[src/rtl/guess_ctrl_if.sv]
// guess_ctrl_if: bundle between the search controller and its environment.
// master = controller (drives guess/status), slave = comparator/host side.
// SEQ_STEP_EN adds the step input used for one-probe-per-keypress mode.
interface guess_ctrl_if #(
    parameter int WIDTH = 3
);
    localparam int CW = $clog2(WIDTH + 2);

    logic             start;
`ifdef SEQ_STEP_EN
    logic             step;
`endif
    logic             xgy;
    logic             xsy;
    logic             xey;
    logic [WIDTH-1:0] guess;
    logic             busy;
    logic             done;
    logic             err;
    logic [WIDTH-1:0] result;
    logic [CW-1:0]    tries;

    modport master (
        input  start,
`ifdef SEQ_STEP_EN
        input  step,
`endif
        input  xgy, xsy, xey,
        output guess, busy, done, err, result, tries
    );

    modport slave (
        output start,
`ifdef SEQ_STEP_EN
        output step,
`endif
        output xgy, xsy, xey,
        input  guess, busy, done, err, result, tries
    );
endinterface

[src/rtl/guess_ctrl.sv]
// guess_ctrl: successive-approximation search around a magnitude comparator.
// Ports: clk, rst (async, active-high), bus (guess_ctrl_if.master):
//   start, [step], xgy/xsy/xey in; guess, busy, done, err, result, tries out.
// Macro SEQ_STEP_EN: probes advance only on cycles where step=1.
module guess_ctrl #(
    parameter int WIDTH = 3
) (
    input  logic          clk,
    input  logic          rst,
    guess_ctrl_if.master  bus
);
    localparam int CW = $clog2(WIDTH + 2);
    localparam logic [WIDTH-1:0] MAXV = '1;
    localparam logic [WIDTH-1:0] MID  = MAXV >> 1;

    typedef enum logic [1:0] {IDLE, PROBE, DONE, ERR} state_t;

    state_t           state_q;
    logic [WIDTH-1:0] guess_q, lo_q, hi_q, result_q;
    logic [WIDTH-1:0] lo_d, hi_d, guess_d;
    logic [WIDTH:0]   sum_d;
    logic [CW-1:0]    tries_q, tries_d;
    logic             busy_q, done_q, err_q;
    logic             adv;
    logic [2:0]       flags;

    assign flags = {bus.xgy, bus.xsy, bus.xey};

`ifdef SEQ_STEP_EN
    assign adv = bus.step;
`else
    assign adv = 1'b1;
`endif

    // Narrowed range and next midpoint; sum kept one bit wider to avoid wrap.
    always_comb begin
        lo_d = lo_q;
        hi_d = hi_q;
        if (bus.xgy) lo_d = guess_q + WIDTH'(1);
        if (bus.xsy) hi_d = guess_q - WIDTH'(1);
        sum_d   = {1'b0, lo_d} + {1'b0, hi_d};
        guess_d = WIDTH'(sum_d >> 1);
        tries_d = (tries_q == '1) ? tries_q : tries_q + CW'(1);
    end

    always_ff @(posedge clk or posedge rst) begin
        if (rst) begin
            state_q  <= IDLE;
            guess_q  <= '0;
            lo_q     <= '0;
            hi_q     <= MAXV;
            result_q <= '0;
            tries_q  <= '0;
            busy_q   <= 1'b0;
            done_q   <= 1'b0;
            err_q    <= 1'b0;
        end else begin
            unique case (state_q)
                IDLE, DONE, ERR: begin
                    if (bus.start) begin
                        lo_q    <= '0;
                        hi_q    <= MAXV;
                        guess_q <= MID;
                        tries_q <= '0;
                        done_q  <= 1'b0;
                        err_q   <= 1'b0;
                        busy_q  <= 1'b1;
                        state_q <= PROBE;
                    end
                end
                PROBE: begin
                    if (adv) begin
                        tries_q <= tries_d;
                        case (flags)
                            3'b001: begin
                                result_q <= guess_q;
                                done_q   <= 1'b1;
                                busy_q   <= 1'b0;
                                state_q  <= DONE;
                            end
                            3'b100, 3'b010: begin
                                // Range exhausted: x lies outside [lo, hi].
                                if ((bus.xgy && guess_q == hi_q) ||
                                    (bus.xsy && guess_q == lo_q)) begin
                                    err_q   <= 1'b1;
                                    busy_q  <= 1'b0;
                                    state_q <= ERR;
                                end else begin
                                    lo_q    <= lo_d;
                                    hi_q    <= hi_d;
                                    guess_q <= guess_d;
                                end
                            end
                            default: begin
                                err_q   <= 1'b1;
                                busy_q  <= 1'b0;
                                state_q <= ERR;
                            end
                        endcase
                    end
                end
            endcase
        end
    end

    assign bus.guess  = guess_q;
    assign bus.busy   = busy_q;
    assign bus.done   = done_q;
    assign bus.err    = err_q;
    assign bus.result = result_q;
    assign bus.tries  = tries_q;
endmodule

[src/flat_wrapper.sv]
// flat-port wrapper written by rule: the top's interface ports become plain ports
module guess_ctrl_flat 
#(
    parameter int WIDTH = 3
)
  (clk, rst, bus_start, bus_xgy, bus_xsy, bus_xey, bus_guess, bus_busy, bus_done, bus_err, bus_result, bus_tries);
  guess_ctrl_if #(.WIDTH(WIDTH)) bus_i ();
  input  logic clk;
  input  logic rst;
  input wire logic [$bits(bus_i.start)-1:0] bus_start;
  input wire logic [$bits(bus_i.xgy)-1:0] bus_xgy;
  input wire logic [$bits(bus_i.xsy)-1:0] bus_xsy;
  input wire logic [$bits(bus_i.xey)-1:0] bus_xey;
  output wire logic [$bits(bus_i.guess)-1:0] bus_guess;
  output wire logic [$bits(bus_i.busy)-1:0] bus_busy;
  output wire logic [$bits(bus_i.done)-1:0] bus_done;
  output wire logic [$bits(bus_i.err)-1:0] bus_err;
  output wire logic [$bits(bus_i.result)-1:0] bus_result;
  output wire logic [$bits(bus_i.tries)-1:0] bus_tries;
  assign bus_i.start = bus_start;
  assign bus_i.xgy = bus_xgy;
  assign bus_i.xsy = bus_xsy;
  assign bus_i.xey = bus_xey;
  assign bus_guess = bus_i.guess;
  assign bus_busy = bus_i.busy;
  assign bus_done = bus_i.done;
  assign bus_err = bus_i.err;
  assign bus_result = bus_i.result;
  assign bus_tries = bus_i.tries;
  guess_ctrl #(.WIDTH(WIDTH)) u_core (.clk(clk), .rst(rst), .bus(bus_i));
endmodule
[config.mk]
export PLATFORM = sky130hd
export DESIGN_NAME = guess_ctrl_flat
export DESIGN_NICKNAME = d
export VERILOG_FILES = /design/src/rtl/guess_ctrl_if.sv /design/src/rtl/guess_ctrl.sv /design/src/flat_wrapper.sv
export SDC_FILE = /design/constraint.sdc
export NUM_CORES = 1
export LEC_CHECK = 0
export BUFFER_PORTS_ARGS = -buffer_cell sky130_fd_sc_hd__buf_2
export CORE_AREA = 2 2 58 60
export DETAILED_ROUTE_END_ITERATION = 10
export DIE_AREA = 0 0 60 62
export GPL_TIMING_DRIVEN = 1
export PLACE_DENSITY = 0.58
export RECOVER_POWER = 100
export SYNTH_ARGS = -nofsm -noshare
export SYNTH_HDL_FRONTEND = slang
export SYNTH_SLANG_ARGS = --single-unit
[constraint.sdc]
create_clock -name clk -period 2.7 [get_ports clk]
set_clock_uncertainty 0.2 [all_clocks]
set_input_delay 0.675 -clock clk [delete_from_list [all_inputs] [get_ports clk]]
set_output_delay 0.675 -clock clk [all_outputs]
set_load 0.1 [all_outputs]
==> results.cfg <==
[yosys]
synthAdderAreaFrac_pct = 7.93
ys_warn_count = 0
yosys_register_bits = 20
async_flop_share_pct = 100
synth_cell_types = 36
synth_fp_nets = 122
synth_top_flop_cell = dfrtp_1
synth_compound_area_share_pct = 10.3
netlist_top_cells_count = dfrtp_1, nand2_1, ha_1, nor2_1, xor2_1
yosysSeqAreaShare_pct = 42.1
synthMostInstantiatedCell = dfrtp_1
synth_top_family_by_area = simple AND/OR/NAND/NOR gates
yosys.area_share.simple_pct = 19.0
synth.area.mux_share_pct = 8.56
synth.cell_area_um2 = 1200
synth.area.top_cells = dfrtp_1, dfstp_2, ha_1
synth.avg_cell_area_um2 = 11.0
synth_xor_area_share_pct = 7.31
synth_cells = 109
synth_top_area_share_pct = 35.5
synth_edf_count = 0
yosys.area.top_type = dfrtp_1

[die]
rows = 21
fp.dieH_um = 62
die_w_um = 60
start_util_pct = 37.7
io_pins = 18
die-area_um2 = 3720
coreArea_um2 = 3180

[worst_setup_path]
path_cells = buf_1
crit_end = bus_err
crit_arrival_ps = 1550
r2r_slack_ps = 430
path_buf_inv = 1
cpMaxStageDelayCell = buf_1
crit_required_ps = 1820
r2r-start = u_core.bus.guess[0]
cp_top_family = buffers and inverters
startpoint = u_core.bus.err
crit_cells = 1
crit_type = reg2out
r2r-end = u_core.bus.guess[0]
worst_setup_path_end_kind = output port
cpPeakStageDelay_ps = 870
cp-start-kind = register
reg2reg_depth = 5
path_max_fanout = 2

[cells_and_area]
finalNetCount = 141
area_growth_pct = 12.0
drive_gt1_share_pct = 24.4
antenna_cells = 0
design_area_um2 = 1340

[placement]
place_area_um2 = 1320
place.gp.congestion = 0.903
place.port_buffers = 17
pre_cts_ws_ps = 257
hpwl_mm = 1.81

[timing]
finalSetupViolCount = 0
tightest_slew_ps = 1170
finalMaxSlewViolations = 0
rsz0062_at_grt = no
hold_viol = 0
tns_ps = 0
fin_crit_ps = 2430
period_share_pct = 89.8
slew_headroom_pct = 22.6
fmax_mhz = 412
setup_slack_ps = 274

[drt]
vias_per_cell = 4.90
drt_first_pass_iters = 3
routed_wl_mm = 2.39
drtIter0Drc = 24
via_count = 847
wl_per_cell_um = 13.8
drtAntennaViolNets = 0
drc = 0

[global_route]
grt_pass1_wl_mm = 3.87
grt_max_degree = 21
overflow = 0
grt_antenna_before_repair = 0
grt_pass1_vias = 804
track_usage_pct = 14.7

[clock_network]
path_clk_slew_ps = 120
cts.path.max_buffers = 2
cts_hold_buf = 0
h-tree-depth = 1
cts_tree = done
clock_latency_ps = 310
post_cts_buffers = 0
cts_root_buffer = clkbuf_4
cts_sinks = 20
cts_resized = 0
cts_buffers = 3

[min_path]
hp-class = in2async

[outcome]
status = finished, final reports clean

[job]
drv.max_cap_violation_count = 0
registers in the layout, indices dropped and copies added (netlist names):
register / count
u_core.bus.tries: 3
u_core.state_q: 2
u_core.lo_q: 3
u_core.hi_q: 3
u_core.bus.done: 1
u_core.bus.busy: 1
u_core.bus.guess: 3
u_core.bus.result: 3
u_core.bus.err: 1
worst min-delay path by stage:
stage	from	endpoint	slack [ps]	cells past startpoint
global route	u_core.bus.done	u_core.bus.done	320	2
floorplan	u_core.state_q[0]	u_core.state_q[0]	270	2
finish	rst	u_core.lo_q[2]	290	2
detailed placement	u_core.bus.done	u_core.bus.done	260	2
CTS	u_core.bus.done	u_core.bus.done	290	2
global placement	u_core.bus.done	u_core.bus.done	260	2
logic make-up after synthesis:
kind of cell	after synthesis
AOI/OAI and AO/OA	18
xor gates and xnor gates	10
adders and majority gates	7
buffers and inverters	10
DFF	20
muxes	9
and+or+nand+nor	35
cells in the final DEF, fill, tap and decap left out, types with 3 or more instances in the layout:
cell type	count
clkbuf_2	6
clkbuf_1	6
mux2_2	5
ha_1	6
nand2b_1	3
dfrtp_1	15
nor2_1	6
nand2_1	12
inv_1	5
and2_1	3
xor2_1	6
xnor2_1	4
clkbuf_4	3
a21oi_1	3
o21ai_0	5
buf_2	4
dfstp_2	3
or4_1	5
routing by layer:
metal,GRT usage [%],vias up,wire length [µm]
met4,6.67,0,41
met3,2.48,4,51
met2,23.1,13,1110
li1,-,420,-
met1,20.0,410,1180
met5,0,-,0
per-stage QoR:
step           util (%)  instances  hold WS [ps]
3_3_place_gp       41.5        169           261
3_5_place_dp       41.5        169           260
6_report           42.2        173           286
4_1_cts            42.7        173           289
2_1_floorplan         -        109           273
5_1_grt            42.2        173           323
area by class of cell:
class                           count  area [µm²]
Tap cell                           46        57.6
Sequential cell                    20         507
Timing Repair Buffer               19        91.3
Fill cell                         323        1840
Inverter                            5        18.8
Multi-Input combinational cell     79         632
Clock buffer                        4        36.3
Power is left out: the tool's default activity adds up to more than one toggle a clock period on the data nets, which glitch-free logic cannot reach.
